--- src/rtl/ahb_apb_pkg.sv ---
// Shared codes for the AHB-to-APB bridge: HTRANS/HRESP values, APB slave
// select patterns and the AHB error-response state encoding.
package ahb_apb_pkg;

  localparam logic [1:0] HTRANS_IDLE   = 2'b00;
  localparam logic [1:0] HTRANS_BUSY   = 2'b01;
  localparam logic [1:0] HTRANS_NONSEQ = 2'b10;
  localparam logic [1:0] HTRANS_SEQ    = 2'b11;

  localparam logic [1:0] HRESP_OKAY  = 2'b00;
  localparam logic [1:0] HRESP_ERROR = 2'b01;

  localparam logic [2:0] TSEL_NONE = 3'b000;
  localparam logic [2:0] TSEL_S0   = 3'b001;
  localparam logic [2:0] TSEL_S1   = 3'b010;
  localparam logic [2:0] TSEL_S2   = 3'b100;

  typedef enum logic [1:0] {
    E_OKAY = 2'd0,
    E_ERR1 = 2'd1,
    E_ERR2 = 2'd2
  } err_state_t;

endpackage

--- src/rtl/ahb_slave_if_if.sv ---
// AHB master-facing signal bundle of the bridge front end.
interface ahb_bus_if;

  logic        Hwrite;
  logic        Hreadyin;
  logic [1:0]  Htrans;
  logic [31:0] Haddr;
  logic [31:0] Hwdata;
  logic [31:0] Hrdata;
  logic [1:0]  Hresp;
  logic        Hreadyout;

  modport master (
    output Hwrite, Hreadyin, Htrans, Haddr, Hwdata,
    input  Hrdata, Hresp, Hreadyout
  );

  modport slave (
    input  Hwrite, Hreadyin, Htrans, Haddr, Hwdata,
    output Hrdata, Hresp, Hreadyout
  );

endinterface

--- src/rtl/ahb_addr_decode.sv ---
// Combinational address decoder: reports whether an address falls inside the
// bridge window and which APB slave (one-hot) it belongs to.
module ahb_addr_decode #(
  parameter logic [31:0] BASE_ADDR = 32'h8000_0000,
  parameter logic [31:0] SLV_SPAN  = 32'h0400_0000,
  parameter int unsigned NUM_SLV   = 3
) (
  input  logic [31:0] addr,
  output logic        mapped,
  output logic [2:0]  tsel
);

  // 33-bit arithmetic keeps the window end from wrapping past 2^32
  localparam logic [32:0] BASE33 = {1'b0, BASE_ADDR};
  localparam logic [32:0] SPAN33 = {1'b0, SLV_SPAN};
  localparam logic [32:0] END33  = BASE33 + SPAN33 * 33'(NUM_SLV);

  logic [32:0] addr33;
  logic [32:0] off;

  // Window check, then pick the slave whose span contains the offset
  always_comb begin
    addr33 = {1'b0, addr};
    off    = addr33 - BASE33;
    mapped = (addr33 >= BASE33) && (addr33 < END33);
    tsel   = '0;
    if (mapped) begin
      for (int unsigned i = 0; i < 3; i++) begin
        if ((i < NUM_SLV) && (off >= SPAN33 * 33'(i)) && (off < SPAN33 * 33'(i + 1)))
          tsel[i] = 1'b1;
      end
    end
  end

endmodule

--- src/rtl/ahb_slave_if.sv ---
// AHB-side front end of the AHB-to-APB bridge: qualifies address phases,
// pipelines address/data/direction for the APB controller, decodes the slave
// select, passes read data back and produces the two-cycle ERROR response.
module ahb_slave_if
  import ahb_apb_pkg::*;
#(
  parameter logic [31:0] BASE_ADDR = 32'h8000_0000,
  parameter logic [31:0] SLV_SPAN  = 32'h0400_0000,
  parameter int unsigned NUM_SLV   = 3
) (
  input  logic        Hclk,
  input  logic        Hreset,
  ahb_bus_if.slave    ahb,
  input  logic [31:0] Prdata,
  input  logic        apb_hreadyout,
  output logic        valid,
  output logic [31:0] Haddr1,
  output logic [31:0] Haddr2,
  output logic [31:0] Hwdata1,
  output logic [31:0] Hwdata2,
  output logic        Hwrite_reg,
  output logic [2:0]  tsel
);

  err_state_t err_state;
  err_state_t err_next;

  logic       mapped_in;
  logic [2:0] tsel_in;
  logic       mapped1;
  logic       active;
  logic       hresp_err;
  logic       hready_out;

  // Each decoder instance only needs one of its two outputs
  logic unused_dec;
  assign unused_dec = &{1'b0, tsel_in, mapped1};

  ahb_addr_decode #(
    .BASE_ADDR (BASE_ADDR),
    .SLV_SPAN  (SLV_SPAN),
    .NUM_SLV   (NUM_SLV)
  ) u_dec_haddr (
    .addr   (ahb.Haddr),
    .mapped (mapped_in),
    .tsel   (tsel_in)
  );

  ahb_addr_decode #(
    .BASE_ADDR (BASE_ADDR),
    .SLV_SPAN  (SLV_SPAN),
    .NUM_SLV   (NUM_SLV)
  ) u_dec_haddr1 (
    .addr   (Haddr1),
    .mapped (mapped1),
    .tsel   (tsel)
  );

  assign active    = ahb.Hreadyin & ahb.Htrans[1];
  assign valid     = active & mapped_in & (err_state != E_ERR1);
  assign ahb.Hrdata = Prdata;

  // Address/data/direction pipeline; advances only while the bus is ready
  always_ff @(posedge Hclk or posedge Hreset) begin
    if (Hreset) begin
      Haddr1     <= '0;
      Haddr2     <= '0;
      Hwdata1    <= '0;
      Hwdata2    <= '0;
      Hwrite_reg <= 1'b0;
    end else if (ahb.Hreadyin) begin
      Haddr1     <= ahb.Haddr;
      Haddr2     <= Haddr1;
      Hwdata1    <= ahb.Hwdata;
      Hwdata2    <= Hwdata1;
      Hwrite_reg <= ahb.Hwrite;
    end
  end

  // Error-response state register
  always_ff @(posedge Hclk or posedge Hreset) begin
    if (Hreset) err_state <= E_OKAY;
    else        err_state <= err_next;
  end

  // Error FSM next state and merged HRESP/HREADYOUT
  always_comb begin
    err_next   = err_state;
    hresp_err  = 1'b0;
    hready_out = apb_hreadyout;
    case (err_state)
      E_OKAY: begin
        if (active && !mapped_in) err_next = E_ERR1;
      end
      E_ERR1: begin
        hresp_err  = 1'b1;
        hready_out = 1'b0;
        err_next   = E_ERR2;
      end
      E_ERR2: begin
        hresp_err  = 1'b1;
        hready_out = 1'b1;
        err_next   = (active && !mapped_in) ? E_ERR1 : E_OKAY;
      end
      default: err_next = E_OKAY;
    endcase
  end

  assign ahb.Hresp     = hresp_err ? HRESP_ERROR : HRESP_OKAY;
  assign ahb.Hreadyout = hready_out;

endmodule

--- src/flat_wrapper.sv ---
// flat-port wrapper written by rule: the top's interface ports become plain ports
module ahb_slave_if_flat import ahb_apb_pkg::*;
#(
  parameter logic [31:0] BASE_ADDR = 32'h8000_0000,
  parameter logic [31:0] SLV_SPAN  = 32'h0400_0000,
  parameter int unsigned NUM_SLV   = 3
)
  (Hclk, Hreset, Prdata, apb_hreadyout, valid, Haddr1, Haddr2, Hwdata1, Hwdata2, Hwrite_reg, tsel, ahb_Hwrite, ahb_Hreadyin, ahb_Htrans, ahb_Haddr, ahb_Hwdata, ahb_Hrdata, ahb_Hresp, ahb_Hreadyout);
  ahb_bus_if ahb_i ();
  input  logic Hclk;
  input  logic Hreset;
  input  logic [31:0] Prdata;
  input  logic apb_hreadyout;
  output logic valid;
  output logic [31:0] Haddr1;
  output logic [31:0] Haddr2;
  output logic [31:0] Hwdata1;
  output logic [31:0] Hwdata2;
  output logic Hwrite_reg;
  output logic [2:0] tsel;
  input wire logic [$bits(ahb_i.Hwrite)-1:0] ahb_Hwrite;
  input wire logic [$bits(ahb_i.Hreadyin)-1:0] ahb_Hreadyin;
  input wire logic [$bits(ahb_i.Htrans)-1:0] ahb_Htrans;
  input wire logic [$bits(ahb_i.Haddr)-1:0] ahb_Haddr;
  input wire logic [$bits(ahb_i.Hwdata)-1:0] ahb_Hwdata;
  output wire logic [$bits(ahb_i.Hrdata)-1:0] ahb_Hrdata;
  output wire logic [$bits(ahb_i.Hresp)-1:0] ahb_Hresp;
  output wire logic [$bits(ahb_i.Hreadyout)-1:0] ahb_Hreadyout;
  assign ahb_i.Hwrite = ahb_Hwrite;
  assign ahb_i.Hreadyin = ahb_Hreadyin;
  assign ahb_i.Htrans = ahb_Htrans;
  assign ahb_i.Haddr = ahb_Haddr;
  assign ahb_i.Hwdata = ahb_Hwdata;
  assign ahb_Hrdata = ahb_i.Hrdata;
  assign ahb_Hresp = ahb_i.Hresp;
  assign ahb_Hreadyout = ahb_i.Hreadyout;
  ahb_slave_if #(.BASE_ADDR(BASE_ADDR), .SLV_SPAN(SLV_SPAN), .NUM_SLV(NUM_SLV)) u_core (.Hclk(Hclk), .Hreset(Hreset), .ahb(ahb_i), .Prdata(Prdata), .apb_hreadyout(apb_hreadyout), .valid(valid), .Haddr1(Haddr1), .Haddr2(Haddr2), .Hwdata1(Hwdata1), .Hwdata2(Hwdata2), .Hwrite_reg(Hwrite_reg), .tsel(tsel));
endmodule
--- config.mk ---
export PLATFORM = sky130hd
export DESIGN_NAME = ahb_slave_if_flat
export DESIGN_NICKNAME = d
export VERILOG_FILES = /design/src/rtl/ahb_apb_pkg.sv /design/src/rtl/ahb_slave_if_if.sv /design/src/rtl/ahb_addr_decode.sv /design/src/rtl/ahb_slave_if.sv /design/src/flat_wrapper.sv
export SDC_FILE = /design/constraint.sdc
export NUM_CORES = 1
export LEC_CHECK = 0
export CAP_MARGIN = 20
export CORE_ASPECT_RATIO = 0.5
export CORE_MARGIN = 2
export CORE_UTILIZATION = 41
export CTS_BUF_LIST = sky130_fd_sc_hd__clkbuf_4
export DETAILED_ROUTE_END_ITERATION = 10
export MAX_ROUTING_LAYER = met4
export PLACE_DENSITY = 0.8
export SLEW_MARGIN = 40
export SYNTH_ARGS = -nofsm -noshare
export SYNTH_HDL_FRONTEND = slang
export SYNTH_SLANG_ARGS = --single-unit
--- constraint.sdc ---
create_clock -name Hclk -period 5.5 [get_ports Hclk]
set_clock_uncertainty 0.1 [all_clocks]
set_input_delay 1.375 -clock Hclk [delete_from_list [all_inputs] [get_ports Hclk]]
set_output_delay 1.375 -clock Hclk [all_outputs]
set_load 0.005 [all_outputs]
**After elaboration in Yosys (flattened, before gate mapping)**

Cells that the tools add are included.

- Add/subtract/negate cells: 1
- Multiply operators: 0
- Divide/modulo/power cells: 0
- $lt $le $gt $ge: 10
- Equality and inequality tests: 4
- Shift operators: 0
- Mux-type cells: 10
- Bitwise operators: 3
- Reduce and logical (&&, ||, !) cells: 9

Operators by type and width:

| cell | count |
|---|---|
| $lt A33 B28 Y1 const B | 2 |
| $ge A32 B32 Y1 const B | 2 |
| $lt A32 B32 Y1 const B | 2 |
| $ge A33 B1 Y1 const B | 1 |
| $ge A33 B27 Y1 const B | 1 |
| $ge A33 B28 Y1 const B | 1 |
| $lt A33 B27 Y1 const B | 1 |
| $sub A32 B32 Y33 const B | 1 |
| $logic_and A1 B1 Y1 | 6 |
| $mux W1 | 6 |
| $pmux W2 S3 | 1 |
| $ne A2 B1 Y1 const B | 2 |
| $and A1 B1 Y1 | 3 |
| $mux W3 | 1 |
| $eq A2 B1 Y1 const B | 1 |
| $eq A2 B2 Y1 const B | 1 |
| $logic_not A2 Y1 | 1 |
| $mux W2 | 1 |
| $pmux W1 S2 | 1 |
| $reduce_or A2 Y1 | 1 |
| $logic_not A1 Y1 | 1 |

- Flip-flop bits (word level): 131
- Bits in latches: 0
- Bits in writable memories: 0
- ROM bits: 0
- Word-level logic and storage cells: 43
- Memories kept: 0

**Logic depth before layout (Yosys ltp)**

Gate-level depths: netlist of run 1.

- Word-level depth: 6
- Gate-level depth with buffers: 5
- Mapped depth without buffers: 5

**Hierarchy**

From an unflattened synthesis of run 1, not the netlist that was laid out.

- Cells, all modules: 337
- Area, all modules: 5,836.8 µm²

By module, submodules not included:

| module | instances | cells an instance | area each (µm²) |
|---|---|---|---|
| ahb_slave_if | 1 | 327 | 5,739.3 |
| ahb_addr_decode | 2 | 5 | 48.8 |

**Least setup slack after synthesis of run 1**

No wires, ideal clock.

- Kind: input port to output port
- Start: input port ahb_Haddr[30]
- End: output port valid
- Arrival time: 2.192 ns
- Required time: 4.025 ns
- Path slack: 1.833 ns
- Cell stages on the path: 2
- Cells stage by stage: or4b_4 nor4_2

- Cells in the longest elaborated chain, start to end: 4
- Elaborated cells on any way between the ends: 5
- Classes of those cells: order compare: 2; bitwise: 2; reduce/logical: 1

Ends and longest elaborated chain:

| what | RTL line | source |
|---|---|---|
| start: declaration | flat_wrapper.sv:24 | `input wire logic [$bits(ahb_i.Haddr)-1:0] ahb_Haddr;` |
| $ge A32 B32 Y1 / $lt A32 B32 Y1 (equally long branches) | ahb_addr_decode.sv:25 | `mapped = (addr33 >= BASE33) && (addr33 < END33);` |
| $logic_and A1 B1 Y1 (*) | ahb_addr_decode.sv:25 |  |
| $and A1 B1 Y1 (*) (2 in series) | ahb_slave_if.sv:60 | `assign valid = active & mapped_in & (err_state != E_ERR1);` |
| end: declaration | flat_wrapper.sv:14 | `output logic valid;` |

Every way passes the cells marked *; elsewhere a longest branch is shown, timed or not.

**Worst setup path after layout of run 1**

Same ends and word-level chain as after synthesis.

==> flow_metrics.tcl, run 1 <==
set metrics [dict create \
    outcome "finished, final reports clean" \
    initial_core_util_pct 42.10 \
    clock_path_buffers 2 \
    slowest_stage "or4b_4" \
    cpPeakStageDelay_ns 0.58 \
    detail_route.vias_per_cell 4.800 \
    critPathMaxFanout 3 \
    hold_violations 0 \
    final_antenna_net_count 0 \
    r2r-start "u_core.err_state[0]" \
    root_buffer "clkbuf_4" \
    grt_start_max_net_pins 79 \
    final_common_cell "clkdlybuf4s50_1" \
    post-route-min-period_ns 4.693 \
    crit_type "input port to output pin" \
    wl_per_cell_um 16.71 \
    syn_area_per_cell_sq_um 15.54 \
    required_ns 4.03 \
    synth-compound-area-share_pct 1.103 \
    maxSlewViolCount 0 \
    die-area_sq_mm 0.01399 \
    postCtsSetupBuffers 0 \
    yosysUniqueCellTypes 28 \
    num_io_pins 271 \
    reg2reg_depth 5 \
    crit_path_end_kind "output pin" \
    fmax_mhz 213.1 \
    fin_setup_tns_ns 0 \
    die_h_um 84.64 \
    gr-usage-all-layers_pct 18.07 \
    gr-total-overflow 0 \
    drive_above_1_share_pct 31.27 \
    gp_congestion 0.7929 \
    rows 29 \
    firstDrtPassIters 4 \
    synth_fa_ha_area_share_pct 1.173 \
    synthMuxAreaShare_pct 27.46 \
    antennaDiodeCount 0 \
    drt_iter0_drc 110 \
    finish.net_count 629 \
    yosys.area.top_type "dfrtp_1" \
    clock_sinks 131 \
    period_share_pct 85.33 \
    layout_common_cells "clkdlybuf4s50_1 (203), dfrtp_1 (131), mux2_2 (130), clkbuf_4 (20)" \
    yosys.area_share.simple_pct 2.112 \
    worstMarginPinSlew_ns 0.7054 \
    holdBufCountCts 0 \
    grt_pass1_vias 3523 \
    cts_buffers 17 \
    ys_warn_count 0 \
    dp.cells 672 \
    clk_pin_slew_worst_paths_ns 0.09 \
    power_density_mw_per_mm2 325.2 \
    regToRegEndpoint "u_core.err_state[0]" \
    finalPower_mw 2.479 \
    setup.worst_path.start_class "input port" \
    crit_chain "clkdlybuf4s50_1 > or4b_4 > nor4_2 > clkdlybuf4s50_1" \
    fp.dieW_um 165.3 \
    coreArea_sq_mm 0.01266 \
    crit_arrival_ns 3.22 \
    yosys.area.top_type_share_pct 61.49 \
    ys_ff_latch 131 \
    whs_path_depth 1 \
    clk_latency_ns 0.49 \
    seq_area_frac_synth_pct 61.49 \
    regToRegSetupSlack_ns 4.07 \
    dr_total_vias 3379 \
    hold_path_end "u_core.Haddr2[20]" \
    post-dp-hpwl_um 8534 \
    cpMostUsedCell "clkdlybuf4s50_1" \
    wirelength_um 11760 \
    relSlewSlack_pct 52.97 \
    grt_pass1_wl_um 18800 \
    synth_cells 343 \
    holdWs_ns 0.4127 \
    syn_to_final_growth_pct 42.97 \
    port_buffers 204 \
    p_leak_nw 3.145 \
    synth_area_sq_mm 0.005331 \
    rsz0062_at_grt "false" \
    min-delay-start "u_core.Haddr2[20]" \
    htree_levels 4 \
    fin_cells 704 \
    synth_xor_xnor_area_share_pct 0 \
    synth_area_leaders "dfrtp_1 (61%), mux2_2 (27%), buf_4 (4.8%)" \
    cts_tree "built" \
    peakVddDrop_uv 136.1 \
    hold_class "register to register" \
    maxCapViolCount 0 \
    cts_resized 0 \
    finalSetupViolCount 0 \
    drcViolationCount 0 \
    antenna_found_initial 0 \
    synth_top_family_by_area "multiplexers" \
    synth_nets 451 \
]
[synth_stat cells]
cell type and count:
a2111o_1 1, a21boi_0 1, a31oi_1 2, and2_1 1, and4_1 1, and4b_1 1
buf_2 14, buf_4 34, buf_6 1, conb_1 1, dfrtp_1 131, ha_1 5
inv_1 4, mux2_2 130, nand2_1 2, nand3_1 1, nand3b_1 1, nand4_1 1
nor2_1 2, nor2b_1 1, nor3_1 1, nor3b_1 1, nor4_2 1, nor4b_1 1
o2111ai_2 1, o211ai_1 1, o21ai_0 1, or4b_4 1
[cell families after synthesis]
kind of cell             Yosys count
AO/OA/AOI/OAI                      7
adder cells (fa/ha/maj)            5
buffers and inverters             53
flip-flops                       131
multiplexers                     130
other                              1
AND/OR/NAND/NOR                   16
[routing by layer]
metal	up-vias	part of all wire, %	track usage [%]
li1	1539	-	-
met1	1710	39	20.46
met2	92	54	30.49
met3	38	4.1	3.508
met4	0	3.2	9.565
met5	-	0	-
[through the flow]
step | utilization [%] | instance area (sq um) | setup slack [ns]
2_1_floorplan | - | 5331 | 0.5273
3_3_place_gp | 57.48 | 7279 | 0.8279
3_5_place_dp | 57.53 | 7286 | 0.8183
4_1_cts | 60.19 | 7622 | 0.8172
5_1_grt | 60.19 | 7622 | 0.7668
6_report | 60.19 | 7622 | 0.8068
[power by group]
| group | total [mW] | internal (mW) | switching, mW | leakage [nW] |
|---|---|---|---|---|
| Combinational | 0.557 | 0.380 | 0.176 | 1.43 |
| Clock | 0.754 | 0.416 | 0.338 | 0.177 |
| Sequential | 1.17 | 1.09 | 0.0818 | 1.54 |
| Total | 2.48 | 1.88 | 0.596 | 3.15 |
[cell type report]
cell class	instances	area [sq um]
Fill cell	967	5041
Sequential cell	131	3278
Timing Repair Buffer	208	2073
Multi-Input combinational cell	159	1702
Tap cell	170	212.7
Clock inverter	12	186.4
Clock buffer	20	150.1
Inverter	4	20.02
[worst max path at each step]
stage	start	endpoint	slack (ns)	cells after the start
2_1_floorplan	Hreset	u_core.Haddr1[0]	0.53	1
4_1_cts	ahb_Haddr[30]	valid	0.82	4
5_1_grt	ahb_Haddr[30]	valid	0.77	4
6_report	ahb_Haddr[30]	valid	0.81	4
3_3_place_gp	ahb_Haddr[30]	valid	0.83	4
3_5_place_dp	ahb_Haddr[30]	valid	0.82	4
[critical path: cells and delay by family]
| family | cells | cell delay, ns |
|---|---|---|
| buffers and inverters | 2 | 0.98 |
| AND/OR/NAND/NOR | 2 | 0.86 |
No activity file was read; power rests on OpenSTA's default activity.
==> run 2, diff against run 1 <==
CAP_MARGIN = unset   (was 20)
==> results of run 2 <==
Same layout as run 1: the final DEF is identical, and so are final timing and power.
